<file path="config.mk">
export PLATFORM = sky130hd
export DESIGN_NAME = button_event_tx
export DESIGN_NICKNAME = d
export VERILOG_FILES = /design/src/rtl/button_event_tx.sv
export SDC_FILE = /design/constraint.sdc
export NUM_CORES = 1
export LEC_CHECK = 0
export ABC_AREA = 1
export BUFFER_PORTS_ARGS = -buffer_cell sky130_fd_sc_hd__buf_2
export CORE_UTILIZATION = 60
export CTS_BUF_LIST = sky130_fd_sc_hd__clkbuf_16
export CTS_CLUSTER_DIAMETER = 80
export CTS_CLUSTER_SIZE = 28
export DETAILED_ROUTE_END_ITERATION = 12
export GPL_TIMING_DRIVEN = 0
export HOLD_SLACK_MARGIN = 0.02
export PLACE_DENSITY = 0.78
export SLEW_MARGIN = 25
export SYNTH_ARGS = -nofsm -noshare
export SYNTH_HDL_FRONTEND = slang
export SYNTH_SLANG_ARGS = --single-unit
</file>
<file path="constraint.sdc">
create_clock -name clk -period 3.2 [get_ports clk]
set_input_delay 0.48 -clock clk [delete_from_list [all_inputs] [get_ports clk]]
set_output_delay 0.48 -clock clk [all_outputs]
set_load 0.01 [all_outputs]
</file>
<file path="src/rtl/button_event_tx.sv">
//------------------------------------------------------------------------------
// Module   : button_event_tx
// Purpose  : Synchronises and debounces NUM_BTN push buttons, turns every
//            accepted press/release into one ASCII byte ("A"+i / "a"+i),
//            queues the bytes in a FIFO and presents them to a UART
//            transmitter through a valid/ready registered output stage.
// Config   : BUTTON_EVT_DEBOUNCE_EN - when defined, a level change must be
//            stable for DEBOUNCE_CYCLES cycles before it is accepted; when
//            undefined, every synchronised level change is an event.
// Revision : 1.0 - initial release
//------------------------------------------------------------------------------
`default_nettype none

module button_event_tx #(
   parameter int NUM_BTN         = 4,
   parameter int DEBOUNCE_CYCLES = 270000,
   parameter int FIFO_DEPTH      = 16,
   parameter int ACTIVE_LOW      = 1
) (
   input  logic                          clk,
   input  logic                          rst,
   input  logic [NUM_BTN-1:0]            btn,
   output logic [7:0]                    tx_data,
   output logic                          tx_data_valid,
   input  logic                          tx_data_ready,
   output logic [$clog2(FIFO_DEPTH):0]   fifo_level,
   output logic                          overflow
);

   localparam int AW = $clog2(FIFO_DEPTH);
   localparam int LW = AW + 1;
   // Raw level of a released button; the synchroniser resets to it so a
   // button held through reset is later seen as a fresh press.
   localparam logic [NUM_BTN-1:0] RELEASED_RAW = (ACTIVE_LOW != 0) ? {NUM_BTN{1'b1}}
                                                                   : {NUM_BTN{1'b0}};

   logic [NUM_BTN-1:0] sync1;
   logic [NUM_BTN-1:0] sync2;
   logic [NUM_BTN-1:0] level;      // normalised: 1 = pressed
   logic [NUM_BTN-1:0] stable;     // accepted (debounced) state
   logic [NUM_BTN-1:0] toggle;     // stable state changes on this edge
   logic [NUM_BTN-1:0] pend;       // event waiting to be queued
   logic [NUM_BTN-1:0] pol;        // 1 = press, 0 = release
   logic [NUM_BTN-1:0] pend_clr;

   logic               sel_valid;
   logic [2:0]         sel_idx;
   logic               sel_pol;
   logic [7:0]         evt_byte;

   logic [7:0]         mem [FIFO_DEPTH];
   logic [AW-1:0]      wr_ptr;
   logic [AW-1:0]      rd_ptr;
   logic               fifo_full;
   logic               fifo_wr;
   logic               fifo_rd;

   // Two-flop synchroniser for the asynchronous button inputs
   always_ff @(posedge clk) begin
      if (rst) begin
         sync1 <= RELEASED_RAW;
         sync2 <= RELEASED_RAW;
      end else begin
         sync1 <= btn;
         sync2 <= sync1;
      end
   end

   assign level = (ACTIVE_LOW != 0) ? ~sync2 : sync2;

`ifdef BUTTON_EVT_DEBOUNCE_EN
   localparam int CW = $clog2(DEBOUNCE_CYCLES);

   logic [CW-1:0] cnt [NUM_BTN];

   // A change is accepted on the edge that completes DEBOUNCE_CYCLES
   // consecutive differing cycles
   always_comb begin
      toggle = '0;
      for (int i = 0; i < NUM_BTN; i++) begin
         toggle[i] = (level[i] != stable[i]) && (cnt[i] == CW'(DEBOUNCE_CYCLES - 1));
      end
   end

   // Per-button debounce counters; any return to the stable level restarts them
   always_ff @(posedge clk) begin
      if (rst) begin
         for (int i = 0; i < NUM_BTN; i++) cnt[i] <= '0;
      end else begin
         for (int i = 0; i < NUM_BTN; i++) begin
            if (level[i] == stable[i] || toggle[i]) cnt[i] <= '0;
            else                                    cnt[i] <= cnt[i] + 1'b1;
         end
      end
   end
`else
   logic unused_debounce;
   assign unused_debounce = (DEBOUNCE_CYCLES != 0);

   // Without debounce every synchronised change is accepted immediately
   always_comb begin
      toggle = level ^ stable;
   end
`endif

   // Accepted state, pending-event bits and their polarity; a new event
   // wins over the clear of the one being queued on the same edge
   always_ff @(posedge clk) begin
      if (rst) begin
         stable <= '0;
         pend   <= '0;
         pol    <= '0;
      end else begin
         stable <= stable ^ toggle;
         pend   <= (pend & ~pend_clr) | toggle;
         pol    <= (pol & ~toggle) | (level & toggle);
      end
   end

   // Lowest-index pending button is queued first
   always_comb begin
      sel_valid = 1'b0;
      sel_idx   = 3'd0;
      for (int i = NUM_BTN - 1; i >= 0; i--) begin
         if (pend[i]) begin
            sel_valid = 1'b1;
            sel_idx   = 3'(i);
         end
      end
   end

   assign sel_pol  = pol[sel_idx];
   assign evt_byte = sel_pol ? (8'h41 + {5'd0, sel_idx}) : (8'h61 + {5'd0, sel_idx});
   assign pend_clr = sel_valid ? (NUM_BTN'(1) << sel_idx) : '0;

   // Output stage refills whenever it is empty or handing its byte over;
   // a full FIFO still accepts a write on a cycle it is being read
   assign fifo_full = (fifo_level == LW'(FIFO_DEPTH));
   assign fifo_rd   = (fifo_level != '0) && (!tx_data_valid || tx_data_ready);
   assign fifo_wr   = sel_valid && (!fifo_full || fifo_rd);

   // FIFO storage; contents need no reset because the level gates reads
   always_ff @(posedge clk) begin
      if (fifo_wr) mem[wr_ptr] <= evt_byte;
   end

   // FIFO pointers, occupancy and sticky overflow flag
   always_ff @(posedge clk) begin
      if (rst) begin
         wr_ptr     <= '0;
         rd_ptr     <= '0;
         fifo_level <= '0;
         overflow   <= 1'b0;
      end else begin
         if (fifo_wr) wr_ptr <= wr_ptr + 1'b1;
         if (fifo_rd) rd_ptr <= rd_ptr + 1'b1;
         case ({fifo_wr, fifo_rd})
            2'b10:   fifo_level <= fifo_level + 1'b1;
            2'b01:   fifo_level <= fifo_level - 1'b1;
            default: fifo_level <= fifo_level;
         endcase
         if (sel_valid && !fifo_wr) overflow <= 1'b1;
      end
   end

   // Registered output stage; tx_data holds while valid waits for ready
   always_ff @(posedge clk) begin
      if (rst) begin
         tx_data       <= 8'h00;
         tx_data_valid <= 1'b0;
      end else if (fifo_rd) begin
         tx_data       <= mem[rd_ptr];
         tx_data_valid <= 1'b1;
      end else if (tx_data_ready) begin
         tx_data_valid <= 1'b0;
      end
   end

endmodule

`default_nettype wire

</file>
After elaboration in Yosys (flattened, before gate mapping)
Memory sizes are Yosys's and may differ from the RTL's. A register that Yosys moved wholly into a read port is not among the register bits.
Cells that the tools add are included.
{"block": "totals", "memories": 1, "in_bits": 7, "ff_bits": 35, "out_inout_bits": 15, "mem_bits_rw": 128}
{"block": "classes", "add_sub_neg": 6, "n_bitwise": 10, "n_eq_ne": 3, "n_reduce_logical": 11, "n_shift": 1, "order_cmp": 1, "n_mux": 17}
{"memory": "mem", "depth": 16, "width": 8, "read_ports": 1, "rd_ports_with_merged_regs": 1, "write_ports": 1, "line": "51", "rtl": "logic [7:0] mem [FIFO_DEPTH];"}
{"operator": "adder 7 x 3 -> 8 bit (first input constant)", "n": 2}
{"operator": "AND 4 bit", "n": 3}
{"operator": "inverter 4 bit", "n": 3}
{"operator": "one-hot mux 5 bit (2 select lines)", "n": 1}
{"operator": "2-to-1 mux 1 bit", "n": 9}
{"operator": "2-to-1 mux 3 bit", "n": 3}
{"operator": "adder 4 x 1 -> 4 bit (second input constant)", "n": 2}
{"operator": "2-to-1 mux 8 bit", "n": 1}
{"operator": "OR 4 bit", "n": 2}
{"operator": "XOR 4 bit", "n": 2}
{"operator": "adder 5 x 1 -> 5 bit (second input constant)", "n": 1}
{"operator": "equality test 5 bit (second input constant)", "n": 1}
{"operator": "nonzero test 5 bit", "n": 1}
{"operator": "subtractor 5 x 1 -> 5 bit (second input constant)", "n": 1}
{"operator": "2-to-1 mux 4 bit", "n": 1}
{"operator": "nonzero test 2 bit", "n": 2}
{"operator": "left shift 1 x 3 -> 4 bit (first input constant)", "n": 1}
{"operator": "logical AND 1 bit", "n": 3}
{"operator": "logical NOT 1 bit", "n": 3}
{"operator": "less-than comparator 3 bit (second input constant)", "n": 1}
{"operator": "binary-select mux 1 bit (select 2 bit)", "n": 1}
{"operator": "equality test 2 x 1 -> 1 bit (second input constant)", "n": 1}
{"operator": "equality test 2 bit (second input constant)", "n": 1}
{"operator": "logical OR 1 bit", "n": 2}
{"operator": "2-to-1 mux 2 bit", "n": 1}

Depth between registers and ports, before layout
{"block": "depth", "depth_word": 9, "mapped_depth": 13, "depth_no_buf": 13}

Worst setup path after synthesis
Ideal clock, no wire load.
{"block": "synth_path", "kind": "reg-to-reg", "from": "register fifo_level[0]", "to": "register fifo_level[4]", "setup_slack_ns": 1.389, "path_buffers": 0, "stages_incl_launch_ff": 12, "setup_ns": 0.115, "t_required_ns": 3.085, "arrival_ns": 1.696, "cell_sequence": "dfxtp_1 -> nor2_4 -> nand4_4 -> nand3_4 -> inv_1 -> fa_1 -> nand3_1 -> nand2_1 -> nand3_1 -> nand2_1 -> a21oi_1 -> nor2_1"}
{"block": "synth_via", "elab_chain_cells": 6, "word_cells_on_any_way": 12, "classes_between": "2 x add/sub; 3 x eq/ne; 1 x mux; 6 x reduce/logical"}
{"element": "from (decl)", "line": "26", "rtl": "output logic [$clog2(FIFO_DEPTH):0] fifo_level,"}
{"element": "from (signal assigned)", "line": "158", "rtl": "2'b10: fifo_level <= fifo_level + 1'b1;"}
{"element": "from (signal assigned)", "line": "159", "rtl": "2'b01: fifo_level <= fifo_level - 1'b1;"}
{"element": "from (signal assigned)", "line": "160", "rtl": "default: fifo_level <= fifo_level;"}
{"element": "equality test 5 bit or nonzero test 5 bit (tied branches)", "line": "138, 139"}
{"element": "logical NOT 1 bit or logical AND 1 bit (tied branches)", "line": "140, 139"}
{"element": "logical OR 1 bit", "line": "140", "rtl": "assign fifo_wr = sel_valid && (!fifo_full || fifo_rd);"}
{"element": "logical AND 1 bit", "line": "140"}
{"element": "equality test 2 x 1 -> 1 bit or equality test 2 bit (tied branches)", "line": "157", "rtl": "case ({fifo_wr, fifo_rd})"}
{"element": "one-hot mux 5 bit (2 select lines) or nonzero test 2 bit (tied branches)"}
Parallel ways exist; a longest one is shown, timed or not.
A chain may end at the register's enable or synchronous reset.

Worst setup path in the final report
{"block": "layout_path", "from": "register pend[3]", "to": "register pend[3]"}
{"block": "layout_via", "elab_chain_cells": 9, "word_cells_on_any_way": 13, "classes_between": "1 x shift; 9 x mux; 3 x bitwise"}
{"element": "from (decl)", "line": "42", "rtl": "logic [NUM_BTN-1:0] pend;"}
{"element": "from (signal assigned)", "line": "115", "rtl": "pend <= (pend & ~pend_clr) | toggle;"}
{"element": "2-to-1 mux 2 bit", "line": "125", "rtl": "if (pend[i]) begin"}
{"element": "2-to-1 mux 3 bit (3 in a row)", "line": "125"}
{"element": "left shift 1 x 3 -> 4 bit", "line": "134", "rtl": "assign pend_clr = sel_valid ? (NUM_BTN'(1) << sel_idx) : '0;"}
{"element": "2-to-1 mux 4 bit", "line": "134"}
{"element": "inverter 4 bit", "line": "115"}
{"element": "AND 4 bit (*)", "line": "115"}
{"element": "OR 4 bit (*)", "line": "115"}
Mark *: on every way between the ends. The rest lies on a longest branch, timed or not.

==> flow_summary.json <==
{
  "area_delta_synth_final_pct": 11.3,
  "dieArea_mm2": 0.00807,
  "core_area_mm2": 0.00737,
  "ff2ff_setup_slack_ps": 770,
  "cts.htree.levels": 3,
  "multi_input_area_mm2": 0.00153,
  "hold_violations": 0,
  "numCtsBuffers": 9,
  "cts_sinks": 104,
  "drive_above_1_share_pct": 16.4,
  "grt_usage_pct": 24.4,
  "rsz0062_at_grt": "false",
  "power_density_mw_per_mm2": 796,
  "grt_max_degree": 22,
  "synth_ff_type": "edfxtp_1",
  "gp_congestion": 0.848,
  "timing.fmax_mhz": 411,
  "finalMaxSlewViolations": 0,
  "cts_resized": 0,
  "vdd.ir_drop.worst_mv": 0.402,
  "setup-tns-final_ps": 0,
  "grt_pass1_vias": 3279,
  "hold_class": "in2reg",
  "start_util_pct": 62.9,
  "clk_path_buf_depth": 2,
  "clk_pin_slew_ps": 70,
  "via_per_inst": 5.17,
  "dr.pass1.iters": 5,
  "synth_area_per_cell_um2": 9.32,
  "nNetsFinal": 545,
  "cp.arrival_ps": 2680,
  "place_inst": 615,
  "routed_wirelength_mm": 9.00,
  "syn-cell-area_mm2": 0.00463,
  "synthCells": 497,
  "async_reset_ff_share_pct": 0,
  "grt_pass1_wl_mm": 15.1,
  "synth.area.top_cells": "edfxtp_1 41%, dfxtp_1 17%, nand2_1 11%",
  "ys_seq_area_share_pct": 58.8,
  "dp_hpwl_mm": 6.19,
  "antenna_cells": 0,
  "via_count": 3265,
  "post_cts_buffers": 0,
  "antenna_found_initial": 0,
  "outcome": "completed",
  "holdBufCountCts": 0,
  "tightest_slew_ps": 786,
  "clock_latency_ps": 350,
  "antenna_left": 0,
  "cts_tree": "yes",
  "final-instance-count-excl-fill": 631,
  "finalSetupViolCount": 0,
  "synth_edf_count": 64,
  "final.min_clock_period_ps": 2430,
  "crit_path_max_fanout": 21,
  "synthDistinctLibCells": 33,
  "drt_iter0_drc": 230,
  "crit_path_end_kind": "flop",
  "path_class": "reg2reg",
  "yosysTopAreaCell": "edfxtp_1",
  "synth_top_area_share_pct": 41.5,
  "ys_ff_latch": 104,
  "leakage_nw": 2.30,
  "final_util_pct": 70.0,
  "nFillCells": 525,
  "wire_per_inst_um": 14.3,
  "cts_root_buffer": "clkbuf_16",
  "rows": 31,
  "drc": 0,
  "total_power_mw": 4.10,
  "fp.dieW_um": 89.9,
  "critPathRequiredTime_ps": 3450,
  "period_share_pct": 76.0,
  "ys_warn_count": 0,
  "slew_headroom_pct": 47.5,
  "worst_setup_path_start_kind": "flop",
  "portBuffers": 17,
  "pin_count": 22,
  "finClkSkew_ps": 9.83,
  "die_y_um": 89.9,
  "grt_overflow": 0,
  "ff_latch_area_mm2": 0.00272,
  "max_cap_viol_count": 0
}
==> area by class of cell <==
| cell class | instances | share of cell area [%] |
|---|---|---|
| buffer | 19 | 2.40 |
| clock buffer | 10 | 4.85 |
| clock inverter | 6 | 1.07 |
| inverter | 69 | 5.17 |
| multi-input combinational | 307 | 29.7 |
| sequential | 104 | 52.8 |
| tap | 99 | 2.40 |
| timing repair buffer | 17 | 1.65 |
==> registers in the layout, summed over array words and instances (netlist names), named ones only <==
signal	flops
sync2	4
mem	64
tx_data	5
sync1	4
pend	4
wr_ptr	4
rd_ptr	4
fifo_level	5
stable	4
overflow	1
tx_data_valid	1
==> metal layers <==
metal	part of all wire (%)	vias up	track usage, %
li1	-	1650	-
met1	44	1497	30.8
met2	48	97	40.8
met3	5.8	21	5.25
met4	2.1	0	10.3
met5	0	-	0
==> through the flow <==
step / area (um2) / hold WS (ps) / worst slack [ps]
finish: 5160 / 306 / 768
global route: 5160 / 305 / 584
global placement: 4850 / 395 / 757
CTS: 5150 / 309 / 564
floorplan: 4640 / 389 / 1390
detailed placement: 4850 / 392 / 595
==> kinds of logic (layout without fill, tap and decap cells) <==
family | count (synthesis) | count (layout) | share of synthesized area, %
xor gates and xnor gates | 5 | 5 | 0.945
and+or+nand+nor | 254 | 254 | 24.6
DFF | 104 | 104 | 58.8
other | 1 | 3 | 0.0810
buffers and inverters | 88 | 121 | 8.43
AOI/OAI and AO/OA | 34 | 34 | 4.02
adders and majority gates | 11 | 11 | 3.13
==> critical path, cell delays in order, from the launching register on <==
cell and delay, ps:
dfxtp_1 360, inv_1 90, o21ai_1 130, nand2_1 480, inv_1 240, ha_1 620, o21ai_0 150, o21ai_0 200
inv_1 60
==> path summary, 6_finish.rpt <==
kind,from,endpoint,cells past startpoint
worst min register to register,sync1[1]$_SDFF_PP1_,sync2[1]$_SDFF_PP1_,1
worst min-delay path,btn[1],sync1[1]$_SDFF_PP1_,2
worst max register to register,pend[3]$_SDFF_PP0_,pend[3]$_SDFF_PP0_,8
worst max-delay path,pend[3]$_SDFF_PP0_,pend[3]$_SDFF_PP0_,8
==> Yosys cell counts (4+ instances only) <==
| cell type | n |
|---|---|
| inv_1 | 58 |
| buf_2 | 6 |
| a21oi_1 | 16 |
| ha_1 | 10 |
| dfxtp_1 | 40 |
| edfxtp_1 | 64 |
| o21ai_0 | 9 |
| nand3_1 | 54 |
| nor2_2 | 4 |
| xor2_1 | 5 |
| buf_4 | 8 |
| inv_2 | 7 |
| nand2_1 | 133 |
| nor2_1 | 41 |
| or2_2 | 11 |
==> report_power, final <==
part | internal [mW] | switching (mW) | total, mW
Clock | 0.593 | 0.506 | 1.10
Combinational | 0.485 | 0.888 | 1.37
Sequential | 1.55 | 0.0815 | 1.63
Total | 2.63 | 1.48 | 4.10
==> placed cells by master, fill, tap and decap left out, drive strengths merged <==
| master | instances |
|---|---|
| nor2 | 46 |
| a31oi | 1 |
| clkbuf | 13 |
| fa | 1 |
| o221ai | 1 |
| nand2 | 139 |
| inv | 73 |
| dfxtp | 40 |
| a21oi | 17 |
| o21ai | 12 |
| buf | 33 |
| nand3 | 57 |
| o211ai | 1 |
| or2 | 11 |
| edfxtp | 64 |
| ha | 10 |
| clkinv | 2 |
| xor2 | 5 |
| nand4 | 1 |
| conb | 3 |
| a211oi | 2 |
Note: power is estimated with default switching activity, not from simulation.
